### src/rtl/ten_bit_register_file_reader.sv
// ten_bit_register_file_reader: 8x10 register bank with two registered read ports; REGFILE_BYPASS_EN forwards same-cycle writes.
module ten_bit_register_file_reader #(
  parameter int WIDTH = 10,
  parameter int DEPTH = 8,
  parameter int ADDR_W = 3,
  parameter logic [WIDTH-1:0] INIT = 10'b1111100000
) (
  input  logic              clk,
  input  logic              rst,
  input  logic              w,
  input  logic [ADDR_W-1:0] waddr,
  input  logic [WIDTH-1:0]  d,
  input  logic              re_a,
  input  logic [ADDR_W-1:0] raddr_a,
  output logic [WIDTH-1:0]  qa,
  output logic              va,
  input  logic              re_b,
  input  logic [ADDR_W-1:0] raddr_b,
  output logic [WIDTH-1:0]  qb,
  output logic              vb
);
  logic [WIDTH-1:0] mem [DEPTH];
  logic [WIDTH-1:0] rd_a, rd_b;
`ifdef REGFILE_BYPASS_EN
  always_comb begin
    rd_a = (w && waddr == raddr_a) ? d : mem[raddr_a];
    rd_b = (w && waddr == raddr_b) ? d : mem[raddr_b];
  end
`else
  always_comb begin
    rd_a = mem[raddr_a];
    rd_b = mem[raddr_b];
  end
`endif
  always_ff @(posedge clk or posedge rst) begin
    if (rst) begin
      for (int i = 0; i < DEPTH; i++) mem[i] <= INIT;
    end else if (w) begin
      mem[waddr] <= d;
    end
  end
  always_ff @(posedge clk or posedge rst) begin
    if (rst) begin
      qa <= '0;
      va <= 1'b0;
      qb <= '0;
      vb <= 1'b0;
    end else begin
      qa <= re_a ? rd_a : qa;
      va <= re_a;
      qb <= re_b ? rd_b : qb;
      vb <= re_b;
    end
  end
endmodule
### config.mk
export PLATFORM = sky130hd
export DESIGN_NAME = ten_bit_register_file_reader
export DESIGN_NICKNAME = d
export VERILOG_FILES = /design/src/rtl/ten_bit_register_file_reader.sv
export SDC_FILE = /design/constraint.sdc
export NUM_CORES = 1
export LEC_CHECK = 0
export ABC_AREA = 1
export ABC_CLOCK_PERIOD_IN_PS = 3500
export BUFFER_PORTS_ARGS = -buffer_cell sky130_fd_sc_hd__buf_2
export CAP_MARGIN = 20
export CORE_MARGIN = 4
export CORE_UTILIZATION = 30
export DETAILED_ROUTE_END_ITERATION = 6
export PLACE_DENSITY = 0.46
export SETUP_SLACK_MARGIN = 0.3
export SLEW_MARGIN = 10
export SYNTH_ARGS = -nofsm -noshare
export SYNTH_HDL_FRONTEND = slang
export SYNTH_SLANG_ARGS = --single-unit
### constraint.sdc
create_clock -name clk -period 3.5 [get_ports clk]
set_input_delay 0.7 -clock clk [delete_from_list [all_inputs] [get_ports clk]]
set_output_delay 0.7 -clock clk [all_outputs]
set_load 0.05 [all_outputs]
; ---- Word-level counts from Yosys, hierarchy flattened
; Index checks and enable logic that the tools add are counted.
[classes]
mux = 9
magnitude_cmp = 4
reduce_logical = 1
n_bitwise = 3
[ops]
columns = cell, count
row1 = $bwmux W80, 1
row2 = $bmux W10 S3, 2
row3 = $mux W10, 5
row4 = $demux W10 S3, 1
row5 = $ge A4 B4 Y1 const B, 3
row6 = $not A3 Y4, 3
row7 = $lt A4 B1 Y1 const B, 1
row8 = $logic_and A1 B1 Y1, 1
[word_totals]
inputBits = 24
ff_bits = 102

; ---- Longest topological paths before layout
[depth]
ltp_word = 6
mapped_depth = 8
depth_no_buf = 6

; ---- Worst setup path before layout
; Ideal clock, no wire load.
[synth_path]
path_type = input -> register
startpoint = input raddr_a[0]
endpoint = register qa[0]
slack_ps = 2100
t_arrival_ps = 1283
n_path_buf = 2
stages = 8
setup_time_ps = 118
path_cell_list = buf_6 > inv_4 > buf_6 > nand2_1 > nand3_1 > nand3_1 > nand3_1 > nand2_1
[synth_between]
elab_chain_cells = 4
[synth_lines]
columns = item, line
row1 = "start, declared", 14  ; input logic [ADDR_W-1:0] raddr_a,
row2 = $not A3 Y4 (implied by the code), 31  ; rd_a = mem[raddr_a];
row3 = $bmux W10 S3, 31
row4 = $mux W10 (implied by the code) (2 in series), 31
row5 = "end signal, assigned", 49  ; qa <= re_a ? rd_a : qa;
row6 = "end, declared", 15  ; output logic [WIDTH-1:0] qa,
; Every way passes these cells. The select of a mux whose other input is x is not followed.
; A chain may end at the register's enable or synchronous reset.

; ---- Final worst setup path
[layout_path]
startpoint = input raddr_a[1]
endpoint = register qa[5]
; The elaborated chain is that of the path after synthesis.

==> out/qor.yml <==
status: "complete, no violations"
wl_per_cell_um: 17.5
gp_congestion: 0.818
ir_drop_v: 0.000248
fin_nets: 805
h-tree-depth: 3
portBuffers: 45
routed_wl_mm: 17.8
hp-class: "input pin to async pin"
r2r-end: "qb[9]"
drt_iter0_drc: 478
slew_violations: 0
postCtsHoldBufs: 0
num-fill-cells: 1972
yosysSeqAreaShare: 0.465
hold_viol_final: 0
first_pass_iters: 6
rsz0062_at_grt: "false"
grt_overflow_total: 0
synth_cells: 764
viasPerCell: 4.83
grt_start_max_net_pins: 55
worstSkewPairLatency_ns: 0.35
critPathLaunchType: "input pin"
start_util: 0.308
path_delay_family: "buffers and inverters"
diodes: 0
die_area_mm2: 0.0209
cts_setup_buffers: 0
finalSetupViolations: 0
syn_to_final_growth_pct: 10.2
max_freq_mhz: 536
multi_input_area_mm2: 0.00228
critical_path_buf_inv_count: 2
max_slew.worst_pin.slew_ns: 1.05
crit_slowest_cell: "inv_1"
ant_nets: 0
yosys_warnings: 0
p_leak_nw: 3.13
fin_worst_skew_ns: 0.00461
chipHeight_um: 145
antenna_found_initial: 0
r2r_start: "mem[79]"
synth-xor-area-share: 0
cts_max_path_buffers: 2
synth_top_family_by_area: "simple AND/OR/NAND/NOR gates"
maxCapViolCount: 0
instances_no_fill: 1015
synth_mux_area_frac: 0
vias: 4903
cts_tree: "done"
grt_pass1_vias: 4556
placementRows: 49
clkSinkCount: 102
dp_hpwl_mm: 11.8
critPathMostFrequentCell: "nand3_1"
grtUsageTotal: 0.176
syn-num-nets: 788
endpoint_kind: "flop"
regArea_mm2: 0.00260
yosys.area_share.simple: 0.323
critPathKind: "input pin to flop"
powerDensity_mw_per_mm2: 568
cp.arrival_ns: 2.11
clk_pin_slew_worst_paths_ns: 0.07
drcViolationCount: 0
crit_required_ns: 3.75
place_inst: 999
tns_ns: 0
io_pins: 46
synth_seq_cells: 102
cpPeakStageDelay_ns: 0.51
min_period_over_period: 0.533
synth-compound-area-share: 0.0836
worstPathCellList: "buf_2 > inv_1 > nand3_1 > nand3_1 > nand3_1 > nand2_1"
core_mm2: 0.0181
synthesis.area_mm2: 0.00560
post_cts_resized: 0
crit_cells: 6
r2r_setup_slack_ns: 2.28
crit_end: "qa[5]"
reg2reg_depth: 6
min_period_ns: 1.86
grt_pass1_wl_mm: 27.7
die_w_um: 145
drive_gt1_frac: 0.168
cts_buffers: 9
relSlewSlack: 0.298
worst-path-max-fanout: 21
root_buffer: "clkbuf_16"
critPathLaunch: "raddr_a[1]"
syn_avg_cell_area_um2: 7.33
synth-adder-area-share: 0
synth.distinct_cells: 19
[cell usage after synthesis]
cell type	number	area [µm²]
o21ai_0	20	100
dfstp_2	40	1050
inv_2	1	3.75
buf_4	8	60.1
nand2_1	287	1080
clkinv_1	4	15.0
clkbuf_2	1	5.00
nor2_2	1	6.26
buf_2	19	95.1
dfrtp_1	62	1550
o21ai_2	18	158
nor3_2	1	10.0
nor2_1	3	11.3
clkbuf_1	5	18.8
nand3_1	141	706
o21ai_1	42	210
inv_4	2	12.5
buf_6	13	146
inv_1	96	360
[sequential cells by signal (all words and copies together), names as in the netlist]
signal  flops
mem        80
qa         10
qb         10
va          1
vb          1
[layout make-up]
type / count / area share
clock buffers: 11 / 0.0410
clock inverters: 5 / 0.00933
inverters: 103 / 0.0641
multi-input cells: 513 / 0.370
flip-flops and latches: 102 / 0.422
well taps: 229 / 0.0464
repair buffers: 52 / 0.0470
[logic make-up after synthesis]
group,after synthesis
AND/OR/NAND/NOR,433
buffers and inverters,149
flip-flops,102
AO/OA/AOI/OAI,80
[how the worst min path moves through the flow]
stage | start | to | slack, ns
2_1_floorplan | mem[60] | mem[60] | 0.45
3_3_place_gp | qb[3] | qb[3] | 0.46
3_5_place_dp | mem[17] | mem[17] | 0.47
4_1_cts | rst | mem[3] | 0.39
5_1_grt | rst | mem[61] | 0.42
6_report | rst | mem[61] | 0.38
[cells in the final DEF, fill, tap and decap left out]
cell type | netlist | layout
nand3_1 | 141 | 141
dfrtp_1 | 62 | 62
bufinv_16 | 0 | 1
inv_1 | 96 | 95
buf_2 | 19 | 45
inv_2 | 1 | 1
clkinvlp_4 | 0 | 4
dfstp_2 | 40 | 40
clkinv_1 | 4 | 4
inv_4 | 2 | 2
nor2_1 | 3 | 3
o21ai_1 | 42 | 42
o21ai_0 | 20 | 20
clkbuf_8 | 0 | 2
buf_12 | 0 | 1
nor2_2 | 1 | 1
nor3_4 | 0 | 1
nand2_1 | 287 | 287
buf_4 | 8 | 6
clkbuf_16 | 0 | 9
o21ai_2 | 18 | 18
clkinv_2 | 0 | 1
[stage by stage]
stage          power [mW]  hold slack, ns  cell area [µm²]  setup WS (ns)   util
2_1_floorplan        2.22           0.453             5600           1.62      -
3_3_place_gp         2.45           0.463             5860           1.31  0.323
3_5_place_dp         2.46           0.466             5860           1.27  0.323
4_1_cts              3.54           0.394             6170           1.65  0.340
5_1_grt              3.71           0.418             6170           1.54  0.340
6_report             3.50           0.384             6170           1.64  0.340
[power breakdown]
part           total [mW]  leakage (nW)  internal [mW]  switching (mW)
clock                1.07         0.144          0.593           0.476
sequential           1.57          1.19           1.45           0.115
combinational       0.869          1.80          0.261           0.608
[per-layer routing]
metal	vias to the layer above	wire length, µm	GRT usage
met2	142	7580	0.257
met5	-	0	0
met4	0	433	0.0643
met1	2316	9050	0.265
li1	2422	-	-
met3	23	732	0.0241
Power figures use the tool's default switching activity.
